File: src/rtl/active_list_commit_pkg.sv
// Shared definitions for the active list (in-order retirement buffer).
//   - Default bus widths for index, architectural and physical registers.
//   - ACTIVE_LIST_DEPTH: number of entries at the default index width.
//   - Entry field layout helpers. A stored entry is packed as
//     {has_dest, vaddr, paddr, old_paddr} with old_paddr at bit 0.
package active_list_commit_pkg;

  localparam int unsigned FREE_LIST_BUS     = 3;
  localparam int unsigned VREG_BUS          = 5;
  localparam int unsigned PREG_BUS          = 6;
  localparam int unsigned ACTIVE_LIST_DEPTH = 2 ** FREE_LIST_BUS;

  localparam int unsigned AL_OLD_PADDR_OFF  = 0;

  function automatic int unsigned al_paddr_off(input int unsigned preg_w);
    return AL_OLD_PADDR_OFF + preg_w;
  endfunction

  function automatic int unsigned al_vaddr_off(input int unsigned preg_w);
    return AL_OLD_PADDR_OFF + 2 * preg_w;
  endfunction

  function automatic int unsigned al_has_dest_off(input int unsigned vreg_w,
                                                  input int unsigned preg_w);
    return al_vaddr_off(preg_w) + vreg_w;
  endfunction

  function automatic int unsigned al_entry_width(input int unsigned vreg_w,
                                                 input int unsigned preg_w);
    return al_has_dest_off(vreg_w, preg_w) + 1;
  endfunction

endpackage

File: src/rtl/active_list_commit_if.sv
// Allocation / writeback / retirement bus of the active list.
//   slave  : the active list itself (accepts alloc and wb, drives commit/free)
//   master : the pipeline side (rename, writeback, architectural map, free list)
interface active_list_commit_if
  import active_list_commit_pkg::*;
#(
  parameter int unsigned FREE_LIST_WIDTH = FREE_LIST_BUS,
  parameter int unsigned VREG_WIDTH      = VREG_BUS,
  parameter int unsigned PREG_WIDTH      = PREG_BUS
);

  // Rename-side allocation
  logic                       alloc_valid;
  logic                       alloc_has_dest;
  logic [VREG_WIDTH-1:0]      alloc_virtual_addr;
  logic [PREG_WIDTH-1:0]      alloc_physical_addr;
  logic [PREG_WIDTH-1:0]      alloc_old_physical_addr;
  logic                       alloc_ready;
  logic [FREE_LIST_WIDTH-1:0] alloc_index;

  // Writeback completion
  logic                       wb_done;
  logic [FREE_LIST_WIDTH-1:0] wb_index;

  // Retirement
  logic                       commit_valid;
  logic [VREG_WIDTH-1:0]      commit_virtual_addr;
  logic [PREG_WIDTH-1:0]      commit_physical_addr;
  logic                       free_valid;
  logic [PREG_WIDTH-1:0]      free_physical_addr;

  modport slave (
    input  alloc_valid, alloc_has_dest, alloc_virtual_addr,
           alloc_physical_addr, alloc_old_physical_addr,
           wb_done, wb_index,
    output alloc_ready, alloc_index,
           commit_valid, commit_virtual_addr, commit_physical_addr,
           free_valid, free_physical_addr
  );

  modport master (
    output alloc_valid, alloc_has_dest, alloc_virtual_addr,
           alloc_physical_addr, alloc_old_physical_addr,
           wb_done, wb_index,
    input  alloc_ready, alloc_index,
           commit_valid, commit_virtual_addr, commit_physical_addr,
           free_valid, free_physical_addr
  );

endinterface

File: src/rtl/active_list_commit_circ_ptr.sv
// circ_ptr: circular pointer register with an extra wrap bit above the index.
//   clk, rst  : clock, synchronous active-high reset (pointer -> 0)
//   inc       : advance by one, wrapping through the wrap bit
//   load      : overwrite with load_val (takes priority over inc)
//   load_val  : value for load
//   ptr_q     : registered pointer {wrap, index}
module circ_ptr #(
  parameter int unsigned IDX_WIDTH = 3
) (
  input  logic               clk,
  input  logic               rst,
  input  logic               inc,
  input  logic               load,
  input  logic [IDX_WIDTH:0] load_val,
  output logic [IDX_WIDTH:0] ptr_q
);

  logic [IDX_WIDTH:0] ptr_d;

  always_comb begin
    ptr_d = ptr_q;
    if (load) begin
      ptr_d = load_val;
    end else if (inc) begin
      ptr_d = ptr_q + {{IDX_WIDTH{1'b0}}, 1'b1};
    end
  end

  always_ff @(posedge clk) begin
    if (rst) begin
      ptr_q <= '0;
    end else begin
      ptr_q <= ptr_d;
    end
  end

endmodule

File: src/rtl/active_list_commit.sv
// active_list_commit: in-order retirement buffer for the renamed pipeline.
// Rename allocates at the tail and receives the entry index; writeback marks
// entries done by index; done entries retire strictly from the head, one per
// cycle, returning the superseded physical register to the free list.
//   clk, rst      : clock, synchronous active-high reset
//   global_flush  : discard all entries (pointers kept, tail pulled to head)
//   commit_stall  : hold retirement
//   al (slave)    : alloc_*, wb_*, commit_*, free_* bus
//   count, empty  : occupancy status
module active_list_commit
  import active_list_commit_pkg::*;
#(
  parameter int unsigned FREE_LIST_WIDTH = FREE_LIST_BUS,
  parameter int unsigned VREG_WIDTH      = VREG_BUS,
  parameter int unsigned PREG_WIDTH      = PREG_BUS
) (
  input  logic                     clk,
  input  logic                     rst,
  input  logic                     global_flush,
  input  logic                     commit_stall,
  active_list_commit_if.slave      al,
  output logic [FREE_LIST_WIDTH:0] count,
  output logic                     empty
);

  localparam int unsigned DEPTH        = 2 ** FREE_LIST_WIDTH;
  localparam int unsigned ENTRY_W      = al_entry_width(VREG_WIDTH, PREG_WIDTH);
  localparam int unsigned OLD_OFF      = AL_OLD_PADDR_OFF;
  localparam int unsigned PADDR_OFF    = al_paddr_off(PREG_WIDTH);
  localparam int unsigned VADDR_OFF    = al_vaddr_off(PREG_WIDTH);
  localparam int unsigned HAS_DEST_OFF = al_has_dest_off(VREG_WIDTH, PREG_WIDTH);

  logic [FREE_LIST_WIDTH:0]   head_q, tail_q;
  logic [FREE_LIST_WIDTH-1:0] head_idx, tail_idx;
  logic                       full;
  logic                       alloc_fire, wb_fire, retire;

  logic [DEPTH-1:0]           valid_q, valid_d;
  logic [DEPTH-1:0]           done_q, done_d;
  logic [ENTRY_W-1:0]         entry_q [DEPTH];
  logic [ENTRY_W-1:0]         entry_d [DEPTH];
  logic [ENTRY_W-1:0]         head_entry, alloc_entry;

  logic                       commit_valid_q, commit_valid_d;
  logic [VREG_WIDTH-1:0]      commit_vaddr_q, commit_vaddr_d;
  logic [PREG_WIDTH-1:0]      commit_paddr_q, commit_paddr_d;
  logic                       free_valid_q, free_valid_d;
  logic [PREG_WIDTH-1:0]      free_paddr_q, free_paddr_d;

  // Pointers: head advances on retire; tail advances on alloc and is pulled
  // back onto head by a flush so the pointer values survive recovery.
  circ_ptr #(.IDX_WIDTH(FREE_LIST_WIDTH)) u_head_ptr (
    .clk      (clk),
    .rst      (rst),
    .inc      (retire),
    .load     (1'b0),
    .load_val ('0),
    .ptr_q    (head_q)
  );

  circ_ptr #(.IDX_WIDTH(FREE_LIST_WIDTH)) u_tail_ptr (
    .clk      (clk),
    .rst      (rst),
    .inc      (alloc_fire),
    .load     (global_flush),
    .load_val (head_q),
    .ptr_q    (tail_q)
  );

  // Status and handshake decisions, all from registered state.
  always_comb begin
    head_idx   = head_q[FREE_LIST_WIDTH-1:0];
    tail_idx   = tail_q[FREE_LIST_WIDTH-1:0];
    empty      = (head_q == tail_q);
    full       = (head_idx == tail_idx) &&
                 (head_q[FREE_LIST_WIDTH] != tail_q[FREE_LIST_WIDTH]);
    count      = tail_q - head_q;
    head_entry = entry_q[head_idx];
    alloc_fire = al.alloc_valid && !full && !global_flush;
    wb_fire    = al.wb_done && valid_q[al.wb_index] && !global_flush;
    retire     = valid_q[head_idx] && done_q[head_idx] &&
                 !commit_stall && !global_flush;
  end

  always_comb begin
    alloc_entry                             = '0;
    alloc_entry[HAS_DEST_OFF]               = al.alloc_has_dest;
    alloc_entry[VADDR_OFF +: VREG_WIDTH]    = al.alloc_virtual_addr;
    alloc_entry[PADDR_OFF +: PREG_WIDTH]    = al.alloc_physical_addr;
    alloc_entry[OLD_OFF +: PREG_WIDTH]      = al.alloc_old_physical_addr;
  end

  // Entry state update. Writeback is applied before the retire clear so a
  // redundant wb_done to a retiring head cannot leave a stale done bit.
  // Alloc never targets a valid slot (tail slot is free unless full).
  always_comb begin
    valid_d = valid_q;
    done_d  = done_q;
    entry_d = entry_q;
    if (global_flush) begin
      valid_d = '0;
      done_d  = '0;
    end else begin
      if (wb_fire) begin
        done_d[al.wb_index] = 1'b1;
      end
      if (retire) begin
        valid_d[head_idx] = 1'b0;
        done_d[head_idx]  = 1'b0;
      end
      if (alloc_fire) begin
        valid_d[tail_idx] = 1'b1;
        done_d[tail_idx]  = 1'b0;
        entry_d[tail_idx] = alloc_entry;
      end
    end
  end

  // Registered retire outputs; addresses hold when nothing retires.
  always_comb begin
    commit_valid_d = retire;
    free_valid_d   = retire && head_entry[HAS_DEST_OFF];
    commit_vaddr_d = commit_vaddr_q;
    commit_paddr_d = commit_paddr_q;
    free_paddr_d   = free_paddr_q;
    if (retire) begin
      commit_vaddr_d = head_entry[VADDR_OFF +: VREG_WIDTH];
      commit_paddr_d = head_entry[PADDR_OFF +: PREG_WIDTH];
      free_paddr_d   = head_entry[OLD_OFF +: PREG_WIDTH];
    end
  end

  always_ff @(posedge clk) begin
    if (rst) begin
      valid_q        <= '0;
      done_q         <= '0;
      commit_valid_q <= 1'b0;
      commit_vaddr_q <= '0;
      commit_paddr_q <= '0;
      free_valid_q   <= 1'b0;
      free_paddr_q   <= '0;
    end else begin
      valid_q        <= valid_d;
      done_q         <= done_d;
      commit_valid_q <= commit_valid_d;
      commit_vaddr_q <= commit_vaddr_d;
      commit_paddr_q <= commit_paddr_d;
      free_valid_q   <= free_valid_d;
      free_paddr_q   <= free_paddr_d;
    end
  end

  // Payload is qualified by valid_q, so it needs no reset.
  always_ff @(posedge clk) begin
    entry_q <= entry_d;
  end

  assign al.alloc_ready          = !full;
  assign al.alloc_index          = tail_idx;
  assign al.commit_valid         = commit_valid_q;
  assign al.commit_virtual_addr  = commit_vaddr_q;
  assign al.commit_physical_addr = commit_paddr_q;
  assign al.free_valid           = free_valid_q;
  assign al.free_physical_addr   = free_paddr_q;

endmodule

File: src/flat_wrapper.sv
// flat-port wrapper written by rule: the top's interface ports become plain ports
module active_list_commit_flat import active_list_commit_pkg::*;
#(
  parameter int unsigned FREE_LIST_WIDTH = FREE_LIST_BUS,
  parameter int unsigned VREG_WIDTH      = VREG_BUS,
  parameter int unsigned PREG_WIDTH      = PREG_BUS
)
  (clk, rst, global_flush, commit_stall, count, empty, al_alloc_valid, al_alloc_has_dest, al_alloc_virtual_addr, al_alloc_physical_addr, al_alloc_old_physical_addr, al_wb_done, al_wb_index, al_alloc_ready, al_alloc_index, al_commit_valid, al_commit_virtual_addr, al_commit_physical_addr, al_free_valid, al_free_physical_addr);
  active_list_commit_if #(.FREE_LIST_WIDTH(FREE_LIST_WIDTH), .VREG_WIDTH(VREG_WIDTH), .PREG_WIDTH(PREG_WIDTH)) al_i ();
  input  logic clk;
  input  logic rst;
  input  logic global_flush;
  input  logic commit_stall;
  output logic [FREE_LIST_WIDTH:0] count;
  output logic empty;
  input wire logic [$bits(al_i.alloc_valid)-1:0] al_alloc_valid;
  input wire logic [$bits(al_i.alloc_has_dest)-1:0] al_alloc_has_dest;
  input wire logic [$bits(al_i.alloc_virtual_addr)-1:0] al_alloc_virtual_addr;
  input wire logic [$bits(al_i.alloc_physical_addr)-1:0] al_alloc_physical_addr;
  input wire logic [$bits(al_i.alloc_old_physical_addr)-1:0] al_alloc_old_physical_addr;
  input wire logic [$bits(al_i.wb_done)-1:0] al_wb_done;
  input wire logic [$bits(al_i.wb_index)-1:0] al_wb_index;
  output wire logic [$bits(al_i.alloc_ready)-1:0] al_alloc_ready;
  output wire logic [$bits(al_i.alloc_index)-1:0] al_alloc_index;
  output wire logic [$bits(al_i.commit_valid)-1:0] al_commit_valid;
  output wire logic [$bits(al_i.commit_virtual_addr)-1:0] al_commit_virtual_addr;
  output wire logic [$bits(al_i.commit_physical_addr)-1:0] al_commit_physical_addr;
  output wire logic [$bits(al_i.free_valid)-1:0] al_free_valid;
  output wire logic [$bits(al_i.free_physical_addr)-1:0] al_free_physical_addr;
  assign al_i.alloc_valid = al_alloc_valid;
  assign al_i.alloc_has_dest = al_alloc_has_dest;
  assign al_i.alloc_virtual_addr = al_alloc_virtual_addr;
  assign al_i.alloc_physical_addr = al_alloc_physical_addr;
  assign al_i.alloc_old_physical_addr = al_alloc_old_physical_addr;
  assign al_i.wb_done = al_wb_done;
  assign al_i.wb_index = al_wb_index;
  assign al_alloc_ready = al_i.alloc_ready;
  assign al_alloc_index = al_i.alloc_index;
  assign al_commit_valid = al_i.commit_valid;
  assign al_commit_virtual_addr = al_i.commit_virtual_addr;
  assign al_commit_physical_addr = al_i.commit_physical_addr;
  assign al_free_valid = al_i.free_valid;
  assign al_free_physical_addr = al_i.free_physical_addr;
  active_list_commit #(.FREE_LIST_WIDTH(FREE_LIST_WIDTH), .VREG_WIDTH(VREG_WIDTH), .PREG_WIDTH(PREG_WIDTH)) u_core (.clk(clk), .rst(rst), .global_flush(global_flush), .commit_stall(commit_stall), .al(al_i), .count(count), .empty(empty));
endmodule
File: config.mk
export PLATFORM = sky130hd
export DESIGN_NAME = active_list_commit_flat
export DESIGN_NICKNAME = d
export VERILOG_FILES = /design/src/rtl/active_list_commit_pkg.sv /design/src/rtl/active_list_commit_if.sv /design/src/rtl/active_list_commit_circ_ptr.sv /design/src/rtl/active_list_commit.sv /design/src/flat_wrapper.sv
export SDC_FILE = /design/constraint.sdc
export NUM_CORES = 1
export LEC_CHECK = 0
export CAP_MARGIN = 20
export CORE_MARGIN = 2
export CORE_UTILIZATION = 53
export DETAILED_ROUTE_END_ITERATION = 7
export PLACE_DENSITY = 0.76
export SYNTH_ARGS = -nofsm -noshare
export SYNTH_HDL_FRONTEND = slang
export SYNTH_HIERARCHICAL = 1
export SYNTH_SLANG_ARGS = --single-unit
File: constraint.sdc
create_clock -name clk -period 3.2 [get_ports clk]
set_input_delay 0.48 -clock clk [delete_from_list [all_inputs] [get_ports clk]]
set_output_delay 0.48 -clock clk [all_outputs]
set_load 0.01 [all_outputs]
Yosys cells after proc, flatten, opt, wreduce, memory -nomap -nowiden
Cells that the tools add are included.

Register bits after elaboration: 187. Input port bits: 27.

Add/sub/neg operators: 3. $lt $le $gt $ge: 9. Equality and inequality tests: 3. Mux-type cells: 28. Bitwise gates (word level): 10. Reductions and logical operators: 19.

Operator list (count): $bwmux W144 (1); $mux W8 (8); $bmux W18 S3 (1); $demux W18 S3 (1); $mux W18 (3); $and A8 B8 Y8 (3); $not A8 Y8 (2); $or A8 B8 Y8 (2); $logic_and A1 B1 Y1 (13); $lt A3 B4 Y1 const B (3); $bmux W1 S3 (3); $demux W1 S3 (3); $ge A3 B1 Y1 const B (3); $add A4 B1 Y4 const B (2); $ge A4 B4 Y1 const B (2); $mux W4 (2); $not A3 Y4 (2); $mux W1 (6); $eq A4 B4 Y1 (1); $lt A4 B1 Y1 const B (1); $sub A4 B4 Y4 (1); $eq A3 B3 Y1 (1); $logic_not A1 Y1 (3); $reduce_and A2 Y1 (1); other kinds (4) (4).

Logic depth before layout (Yosys ltp)
Gate-level depths: netlist (run 1).

Word-level depth: 12. Depth in mapped cells: 10. Depth with buffers taken out: 8.

Cells and area by module
The synthesis (run 1) kept the hierarchy.

Modules (own cells, without submodules): active_list_commit (instances 1, cells each 489, area each 7338.3 um^2, seq. area each 5024.8 um^2); circ_ptr (instances 2, cells each 22, area each 205.2 um^2, seq. area each 80.1 um^2).

Worst setup path before layout (run 1)
No wires, ideal clock.

Kind: reg2reg. Start point: reg u_core.u_head_ptr.ptr_q[1]. End point: reg u_core.valid_q[6]. Arrival time: 3.487 ns. Required time: 3.123 ns. Slack: -0.364 ns. Cell stages (with the launch flop): 10. Buffers on the path: 2. Period minus slack after synthesis: 3.564 ns. Cells stage by stage: dfxtp_1 -> buf_2 -> buf_2 -> clkinv_1 -> ha_1 -> nand3_1 -> o211ai_1 -> nor3_1 -> o21ai_0 -> a31oi_1.

Cells in the longest elaborated chain, start to end: 10. Elaborated cells on any way between the ends: 23. Classes of those cells: order compare: 2; eq/ne: 1; mux: 9; bitwise: 3; reduce/logical: 8.

Ends and longest elaborated chain: from (decl) (line active_list_commit_circ_ptr.sv:15) `output logic [IDX_WIDTH:0] ptr_q`; from (signal assigned) (line active_list_commit_circ_ptr.sv:33) `ptr_q <= ptr_d;`; $lt A3 B4 Y1 (implied by the code) or $ge A3 B1 Y1 (tied branches) (line active_list_commit.sv:108) `valid_d[head_idx] = 1'b0;`; $logic_and A1 B1 Y1 (implied by the code) (line active_list_commit.sv:108); $mux W1 (implied by the code) (line active_list_commit.sv:108); $demux W1 S3; $not A8 Y8 (no source line); $and A8 B8 Y8 (no source line); $mux W8 (line active_list_commit.sv:107) `if (retire) begin`; $mux W8 (line active_list_commit.sv:100) `if (global_flush) begin`; $or A8 B8 Y8 (no source line); $mux W8 * (line active_list_commit.sv:111) `if (alloc_fire) begin`; to (signal assigned) (line active_list_commit.sv:143) `valid_q <= valid_d;`; to (decl) (line active_list_commit.sv:38) `logic [DEPTH-1:0] valid_q, valid_d;`.

Mark *: on every way between the ends. The rest lies on a longest branch, timed or not. The select of a mux whose other input is x is not followed. A chain may end at the register's enable or synchronous reset.

Worst setup path in the final report (run 1)
Start point: reg u_core.u_head_ptr.ptr_q[1]. End point: out count[3].

Cells in the longest elaborated chain, start to end: 1.

Ends and longest elaborated chain: $sub A4 B4 Y4 (line active_list_commit.sv:77) `count = tail_q - head_q;`; to (decl) (line flat_wrapper.sv:14) `output logic [FREE_LIST_WIDTH:0] count;`.

Every way passes these cells.

==> results.json, run 1 <==
{
  "status": "finished, violations left",
  "violations": "DRC",
  "clk_pin_slew_ps": 60,
  "hold_ws_ps": 496,
  "clkPwrFrac": 0.416,
  "rsz0062_at_grt": "false",
  "power_mw": 5.25,
  "wire_per_inst_um": 21.7,
  "cts_tree": "yes",
  "cap_violations": 0,
  "critical_path_required_ps": 2720,
  "vias": 4913,
  "grtUsageTotal": 0.237,
  "worstSetupEndpointType": "output pin",
  "synth_cell_types": 57,
  "p_seq_frac": 0.509,
  "setup_viol": 0,
  "coreArea_mm2": 0.0144,
  "post_cts_buffers": 0,
  "post-route-period-util": 0.939,
  "syn_inst": 533,
  "overflow": 0,
  "start_kind": "flop",
  "io_pins": 55,
  "drt-pass1-iter-count": 8,
  "power_density_mw_per_mm2": 569,
  "die_h_um": 125,
  "nNetsFinal": 643,
  "slew-limit-headroom": 0.559,
  "clock_path_buffers": 2,
  "async_reset_ff_frac": 0,
  "ctsHoldBuffers": 0,
  "dp_hpwl_um": 11000,
  "die_area_mm2": 0.0156,
  "initial_core_util": 0.537,
  "synth_ff_type": "edfxtp_1",
  "cts_sinks": 187,
  "wirelength_um": 17600,
  "insertedDiodeCount": 0,
  "crit_type": "flop to output pin",
  "ys_ff_latch": 187,
  "switching_share": 0.211,
  "cts-resized-gates": 0,
  "vdd_drop_max_mv": 0.374,
  "die_w_um": 125,
  "p_sw_mw": 1.11,
  "antenna_left": 0,
  "synth_enable_flop_cells": 144,
  "worstPathArrival_ps": 2520,
  "drc": 3,
  "synthToLayoutAreaGrowth_pct": 19.2,
  "clock_latency_ps": 430,
  "fmax_mhz": 333,
  "synth_warnings": 6,
  "numCtsBuffers": 17,
  "layout-drive-gt1-share": 0.181,
  "drt-initial-drc-count": 458,
  "vias_per_cell": 6.09,
  "path_max_fanout": 14,
  "antenna_found_initial": 0,
  "grt_pass1_wl_um": 27900,
  "comb_power_share": 0.075,
  "internal_power_mw": 4.15,
  "htreeDepth": 4,
  "final-hold-violation-count": 0,
  "grt_max_degree": 51,
  "gp_congestion": 0.863,
  "slew_violations": 0,
  "clock_skew_ps": 12.4,
  "portBuffers": 54,
  "p_leak_nw": 3.07,
  "worstHoldPathType": "flop to flop",
  "min_period_ps": 3000,
  "grt_pass1_vias": 5006,
  "syn_avg_cell_area_um2": 14.5,
  "syn-cell-area_mm2": 0.00775,
  "ctsRootBufferMaster": "clkbuf_16",
  "worst_slew_pin_slew_ps": 660,
  "seq_area_frac_synth": 0.669,
  "rows": 44
}
final timing paths:
kind                              start                end  slack [ps]  cells past startpoint
min reg2reg           u_core/valid_q[0]  u_core/valid_q[0]         500                      2
min                   u_core/valid_q[0]  u_core/valid_q[0]         500                      2
max reg2reg  u_core/u_head_ptr/ptr_q[1]   u_core/done_q[2]         410                      8
max          u_core/u_head_ptr/ptr_q[1]           count[3]         200                      6
cells in the mapped netlist, types with 2 or more instances:
master,n,area [um^2]
a211oi_2,10,125
a21oi_1,25,125
a221o_1,3,30.0
a221oi_1,3,26.3
a22oi_1,5,37.5
a311oi_2,5,75.1
a31oi_1,5,31.3
a41oi_1,2,17.5
and3_1,4,25.0
buf_1,2,7.51
buf_2,11,55.1
buf_4,2,15.0
buf_6,5,56.3
clkbuf_1,5,18.8
clkinv_1,2,7.51
dfxtp_1,43,861
edfxtp_1,144,4320
ha_1,5,62.6
inv_1,16,60.1
mux2_1,3,33.8
mux2_2,12,135
mux2i_1,32,320
mux4_2,15,338
nand2_1,28,105
nand3_1,5,25.0
nand3b_1,3,22.5
nand4_1,4,25.0
nor2_1,43,161
nor2b_1,7,43.8
nor3_1,11,55.1
nor4_1,8,50.1
o211ai_1,2,15.0
o21a_1,6,45.0
o21ai_0,16,80.1
o22ai_1,8,50.1
or2_2,4,25.0
xnor2_1,7,61.3
xor2_1,3,26.3
layout make-up:
cell class / count / area (um^2)
Clock buffer: 21 / 450
Clock inverter: 11 / 169
Inverter: 19 / 71.3
Tap cell: 184 / 230
Multi-Input combinational cell: 305 / 2380
Timing Repair Buffer: 80 / 748
Fill cell: 1054 / 5190
Sequential cell: 187 / 5190
layer usage:
layer	track usage	wire length, um	vias to the layer above
li1	-	-	2202
met1	0.318	7190	2432
met2	0.380	8540	241
met3	0.0546	1410	38
met4	0.0935	405	0
met5	0	0	-
worst max-delay path, stage by stage (launching register included):
cell and delay (ps):
dfxtp_2 560, clkinv_1 180, ha_1 340, a21o_1 160
a21oi_1 180, xnor2_1 130, clkdlybuf4s50_1 540
flip-flops by register name, indices dropped and copies added, names as in the netlist:
signal                          count
u_core/al.commit_valid              1
u_core/al.commit_physical_addr      6
u_core/al.free_valid                1
u_core/valid_q                      8
u_core/entry_q                    144
u_core/al.commit_virtual_addr       5
u_core/al.free_physical_addr        6
u_core/u_tail_ptr/ptr_q             4
u_core/done_q                       8
u_core/u_head_ptr/ptr_q             4
power groups by stage:
stage / registers [mW] / clock network [mW] / logic (mW)
finish: 2.67 / 2.19 / 0.393
floorplan: 2.71 / 0 / 0.228
detailed placement: 2.73 / 0 / 0.391
global route: 2.68 / 2.30 / 0.426
global placement: 2.72 / 0 / 0.383
CTS: 2.67 / 2.22 / 0.395
kinds of logic (layout without fill, tap and decap cells):
logic type,Yosys count,after routing,share of synthesized area
other,1,5,0.000484
buffers and inverters,45,131,0.0308
XOR/XNOR,10,10,0.0113
AND/OR/NAND/NOR,120,120,0.0720
flip-flops,187,187,0.669
multiplexers,62,62,0.107
adder cells (fa/ha/maj),6,6,0.0107
AO/OA/AOI/OAI,102,102,0.0988
layout by cell type, fill, tap and decap left out, types with 5 or more instances in the layout:
| master | Yosys | final |
|---|---|---|
| buf_4 | 2 | 25 |
| dfxtp_1 | 43 | 40 |
| o21ai_0 | 16 | 16 |
| a21oi_1 | 25 | 25 |
| mux2_2 | 12 | 12 |
| nor4_1 | 8 | 8 |
| a31oi_1 | 5 | 5 |
| nor3_1 | 11 | 7 |
| nand2_1 | 28 | 28 |
| a211oi_2 | 10 | 10 |
| a311oi_2 | 5 | 5 |
| clkdlybuf4s50_1 | 0 | 54 |
| ha_1 | 5 | 5 |
| nand3_1 | 5 | 5 |
| o22ai_1 | 8 | 8 |
| inv_1 | 16 | 16 |
| nor2_1 | 43 | 41 |
| o21a_1 | 6 | 6 |
| clkbuf_16 | 0 | 17 |
| mux4_2 | 15 | 15 |
| a22oi_1 | 5 | 5 |
| xnor2_1 | 7 | 7 |
| conb_1 | 1 | 5 |
| mux2i_1 | 32 | 32 |
| nor2b_1 | 7 | 7 |
| edfxtp_1 | 144 | 144 |
through the flow:
| stage | cell area, um^2 | std cells | TNS (ps) | util | worst slack (ps) |
|---|---|---|---|---|---|
| 2_1_floorplan | 7770 | 537 | -12680 | - | -329 |
| 3_3_place_gp | 8620 | 775 | 0 | 0.597 | 598 |
| 3_5_place_dp | 8620 | 775 | 0 | 0.597 | 538 |
| 4_1_cts | 9240 | 807 | 0 | 0.640 | 110 |
| 5_1_grt | 9240 | 807 | 0 | 0.640 | 94.1 |
| 6_report | 9240 | 807 | 0 | 0.640 | 196 |
No activity file was read; power rests on OpenSTA's default activity.
==> inputs of run 2 (changes only) <==
==> constraint.sdc (replaced) <==
create_clock -name clk -period 2.6 [get_ports clk]
set_input_delay 0.39 -clock clk [delete_from_list [all_inputs] [get_ports clk]]
set_output_delay 0.39 -clock clk [all_outputs]
set_load 0.01 [all_outputs]
==> results.json, run 2 (synthesis results as in run 1) <==
{
  "p_leak_nw": 3.11,
  "path_max_fanout": 13,
  "vias": 4857,
  "die_h_um": 125,
  "final_common_cell": "edfxtp_1",
  "post-place-ws_ps": 310,
  "setup-tns-final_ps": 0,
  "ctsRootBufferMaster": "clkbuf_16",
  "layoutNonFillerInstCount": 811,
  "insertedDiodeCount": 0,
  "cts_sinks": 187,
  "overflow": 0,
  "cap_violations": 0,
  "reg2reg_to": "u_core/al.commit_virtual_addr[0]",
  "clock_latency_ps": 430,
  "grt_busiest_layer": "met2",
  "reg2reg_slack_ps": 350,
  "critPathMaxStageDelay_ps": 520,
  "drc": 0,
  "reg_top3": "u_core/entry_q x144, u_core/done_q x8, u_core/valid_q x8",
  "clock_skew_ps": 9.50,
  "wire_per_inst_um": 21.5,
  "synthToLayoutAreaGrowth_pct": 21.5,
  "ctsHoldBuffers": 0,
  "cts_tree": "yes",
  "portBuffers": 54,
  "grt.met1_usage": 0.297,
  "wirelength_um": 17400,
  "min_path_cells": 2,
  "met3_usage": 0.0498,
  "fmax_mhz": 398,
  "critical_path_required_ps": 2210,
  "start_kind": "flop",
  "clk_pin_slew_ps": 60,
  "min_to": "u_core/valid_q[0]",
  "hp-start": "u_core/valid_q[0]",
  "worst_slew_pin_slew_ps": 612,
  "grt_pass1_vias": 4962,
  "setup_viol": 0,
  "crit_type": "flop to output pin",
  "post-route-period-util": 0.966,
  "htreeDepth": 4,
  "vdd_drop_max_mv": 0.560,
  "largest-register": "u_core/entry_q",
  "hold_ws_ps": 495,
  "layout-drive-gt1-share": 0.196,
  "io_pins": 55,
  "multi_input_area_mm2": 0.00240,
  "rows": 44,
  "min_period_ps": 2510,
  "largest_reg_flops": 144,
  "power_density_mw_per_mm2": 682,
  "vias_per_cell": 5.99,
  "grt_max_degree": 57,
  "path_cells": "ha_1 -> fa_1 -> inv_1 -> clkdlybuf4s50_1",
  "drt-initial-drc-count": 385,
  "initial_core_util": 0.537,
  "status": "finished clean",
  "die_area_mm2": 0.0156,
  "nNetsFinal": 647,
  "slew-limit-headroom": 0.591,
  "coreArea_mm2": 0.0144,
  "cpMaxStageDelayCell": "clkdlybuf4s50_1",
  "final_cell_mix": "edfxtp_1, clkdlybuf4s50_1, nor2_1",
  "power_mw": 6.42,
  "reg2reg_from": "u_core/u_head_ptr/ptr_q[2]",
  "die_w_um": 125,
  "antenna_found_initial": 0,
  "seq_area_mm2": 0.00520,
  "slew_violations": 0,
  "worst-r2r-cell-count": 7,
  "dp.cells": 777,
  "grt_util_met2": 0.392,
  "drt-pass1-iter-count": 5,
  "worstHoldPathType": "flop to flop",
  "grt_pass1_wl_um": 27000,
  "worstPathArrival_ps": 2120,
  "rsz0062_at_grt": "false",
  "worst_slack_ps": 87.5,
  "antenna_left": 0,
  "dp_hpwl_um": 10500,
  "worstSetupEndpointType": "output pin",
  "gp_congestion": 0.851,
  "clock_path_buffers": 2,
  "numCtsBuffers": 17,
  "final-hold-violation-count": 0,
  "fillers": 1018,
  "grtUsageTotal": 0.229
}
[run 2: final cells by class]
type	count	area share
inverters	19	0.00890
flip-flops and latches	187	0.552
clock buffers	18	0.0467
clock inverters	14	0.0178
multi-input cells	305	0.255
well taps	184	0.0245
repair buffers	84	0.0953
[run 2: per-stage QoR]
step / util / cell area, um^2
floorplan: - / 7850
global placement: 0.607 / 8760
detailed placement: 0.607 / 8760
CTS: 0.650 / 9370
global route: 0.653 / 9410
finish: 0.653 / 9410
[run 2: worst max-delay path, delay by kind of cell (launching register included)]
kind                       cells  cell delay [ps]
adders and majority gates      2              650
DFF                            1              450
buffers and inverters          2              580
[run 2: how the worst max path moves through the flow]
stage	start	end	slack, ps	cells past startpoint
after detailed placement	u_core/u_head_ptr/ptr_q[1]	count[3]	310	6
after CTS	u_core/u_head_ptr/ptr_q[0]	count[2]	1	4
after floorplan	u_core/u_head_ptr/ptr_q[2]	u_core/done_q[2]	40	9
after global placement	u_core/u_head_ptr/ptr_q[1]	count[3]	340	6
final	u_core/u_head_ptr/ptr_q[0]	count[1]	90	4
after global routing	u_core/u_head_ptr/ptr_q[0]	count[1]	10	4
[run 2: metal layers]
metal | routed length, um | up-vias
li1 | - | 2209
met1 | 7200 | 2432
met2 | 8910 | 195
met3 | 1110 | 21
met4 | 205 | 0
met5 | 0 | -
[run 2: what timing repair did]
| action | CTS | global route |
|---|---|---|
| buffers inserted | 0 | 1 |
| endpoints found under the setup margin | 4 | 3 |
| gates resized for setup | 4 | 3 |
| cloned | 0 | 1 |
[run 2: power breakdown]
group	switching (mW)	leakage, nW	total (mW)	internal, mW
clock	1.08	0.295	2.62	1.54
combinational	0.294	1.17	0.522	0.228
sequential	0.0207	1.65	3.27	3.25
==> inputs of run 3 (changes only) <==
--- a/config.mk
+++ b/config.mk
@@ -12,5 +12,4 @@
 export PLACE_DENSITY = 0.76
 export SYNTH_ARGS = -nofsm -noshare
 export SYNTH_HDL_FRONTEND = slang
-export SYNTH_HIERARCHICAL = 1
 export SYNTH_SLANG_ARGS = --single-unit
==> results.json, run 3 <==
{
  "antenna_left": 0,
  "clock_latency_ps": 430,
  "ys_ff_latch": 187,
  "start_kind": "flop",
  "dp.cells": 764,
  "worst_slack_ps": 89.0,
  "synth.most_common_cell": "edfxtp_1",
  "setup_viol": 0,
  "antenna_found_initial": 0,
  "syn-cell-area_mm2": 0.00777,
  "grt_pass1_wl_um": 28200,
  "final-hold-violation-count": 0,
  "synth_common_cells": "edfxtp_1, dfxtp_1, nand2_1",
  "syn_inst": 522,
  "rows": 44,
  "setup-tns-final_ps": 0,
  "cts_tree": "yes",
  "p_leak_nw": 2.99,
  "status": "finished clean",
  "min_period_ps": 2510,
  "grtUsageTotal": 0.238,
  "largest_reg_flops": 144,
  "wirelength_um": 18400,
  "clk_pin_slew_ps": 70,
  "drt-pass1-iter-count": 7,
  "synth_enable_flop_cells": 144,
  "slew-limit-headroom": 0.546,
  "layoutNonFillerInstCount": 801,
  "post-route-period-util": 0.966,
  "final_common_cell": "edfxtp_1",
  "overflow": 0,
  "drc": 0,
  "synth_warnings": 0,
  "numCtsBuffers": 17,
  "grt_max_degree": 25,
  "worstHoldPathType": "flop to flop",
  "insertedDiodeCount": 0,
  "die_h_um": 125,
  "clock_path_buffers": 2,
  "synth_top_area_cell": "edfxtp_1",
  "synth_ff_type": "edfxtp_1",
  "fmax_mhz": 398,
  "wire_per_inst_um": 22.9,
  "synth_top_cell_area_share": 0.557,
  "die_area_mm2": 0.0156,
  "slew_violations": 0,
  "drt-initial-drc-count": 684,
  "seq_area_frac_synth": 0.667,
  "vias_per_cell": 6.30,
  "crit_type": "flop to output pin",
  "grt_pass1_vias": 5021,
  "synth_fp_nets": 555,
  "post-place-ws_ps": 179,
  "ctsRootBufferMaster": "clkbuf_16",
  "coreArea_mm2": 0.0144,
  "layout-drive-gt1-share": 0.245,
  "largest-register": "u_core.entry_q",
  "hold_ws_ps": 485,
  "final_core_util": 0.650,
  "syn_avg_cell_area_um2": 14.9,
  "nNetsFinal": 637,
  "reg_top3": "u_core.entry_q x144, u_core.done_q x8, u_core.valid_q x8",
  "worstSetupEndpointType": "output pin",
  "clock_skew_ps": 6.74,
  "cts_sinks": 187,
  "vias": 5046,
  "dp_hpwl_um": 11500,
  "rsz0062_at_grt": "false",
  "synthTopCellsByArea": "edfxtp_1, dfxtp_1, mux4_2",
  "die_w_um": 125,
  "final_cell_mix": "edfxtp_1, clkdlybuf4s50_1, buf_4",
  "portBuffers": 54,
  "ctsHoldBuffers": 0,
  "async_reset_ff_frac": 0,
  "vdd_drop_max_mv": 0.507,
  "gp_congestion": 0.894,
  "power_density_mw_per_mm2": 638,
  "cap_violations": 0,
  "initial_core_util": 0.539,
  "path_max_fanout": 9,
  "htreeDepth": 4,
  "synthToLayoutAreaGrowth_pct": 20.7,
  "worstPathArrival_ps": 2120,
  "io_pins": 55,
  "synth_cell_types": 66,
  "worst_slew_pin_slew_ps": 678,
  "critical_path_required_ps": 2210
}
-- run 3: changes by cell type after synthesis, sizes merged, moves of 6 or more --
cell / previous run / this run
a221oi: 3 / 14
nor2: 43 / 24
mux2: 15 / 21
inv: 17 / 8
nand2: 28 / 34
mux2i: 32 / 11
clkbuf: 5 / 11
nor3: 11 / 19
-- run 3: critical path, stage by stage, from the launching register on --
cell and delay [ps]:
dfxtp_2 400, ha_2 410, nand3_4 130, or2_2 280, clkdlybuf4s50_1 480
-- run 3: kinds of logic after synthesis --
family	Yosys count	synth area share
and+or+nand+nor	116	0.0736
DFF	187	0.667
adders and majority gates	6	0.0106
muxes	46	0.0852
AOI/OAI and AO/OA	119	0.126
xor gates and xnor gates	5	0.00660
buffers and inverters	43	0.0304
-- run 3: power by group --
| part | internal [mW] | switching [mW] | total, mW |
|---|---|---|---|
| registers | 3.24 | 0.0124 | 3.26 |
| logic | 0.109 | 0.142 | 0.251 |
| clock network | 1.41 | 1.06 | 2.47 |
| total | 4.76 | 1.22 | 5.98 |
-- run 3: repair_timing --
item,in CTS,in global routing
resized for setup,5,2
buffers inserted,3,2
endpoints found under the setup margin,3,4
endpoints found under the hold margin,0,0
-- run 3: final timing paths --
path              slack, ps  cells past startpoint                end                        from
setup / recovery         90                      4     al_alloc_ready  u_core.u_tail_ptr.ptr_q[2]
hold / removal          480                      2  u_core.valid_q[3]           u_core.valid_q[3]
setup reg to reg        220                      8  u_core.valid_q[2]  u_core.u_head_ptr.ptr_q[1]
hold reg to reg         480                      2  u_core.valid_q[3]           u_core.valid_q[3]
-- run 3: metal layers --
metal	part of all wire	GRT usage
met1	0.41	0.316
met2	0.50	0.389
met3	0.073	0.0518
met4	0.020	0.0882
met5	0	0
-- run 3: per-stage QoR --
stage	area (um^2)	power [mW]
after floorplan	7860	3.44
after CTS	9360	6.01
after detailed placement	8760	3.57
after global routing	9380	6.15
final	9380	5.98
after global placement	8760	3.56
-- run 3: final cells by class --
cell class                      instances  area [um^2]
Clock buffer                           20          437
Fill cell                             992         5050
Inverter                                9         33.8
Clock inverter                         12          123
Tap cell                              184          230
Timing Repair Buffer                   97          903
Sequential cell                       187         5200
Multi-Input combinational cell        292         2450
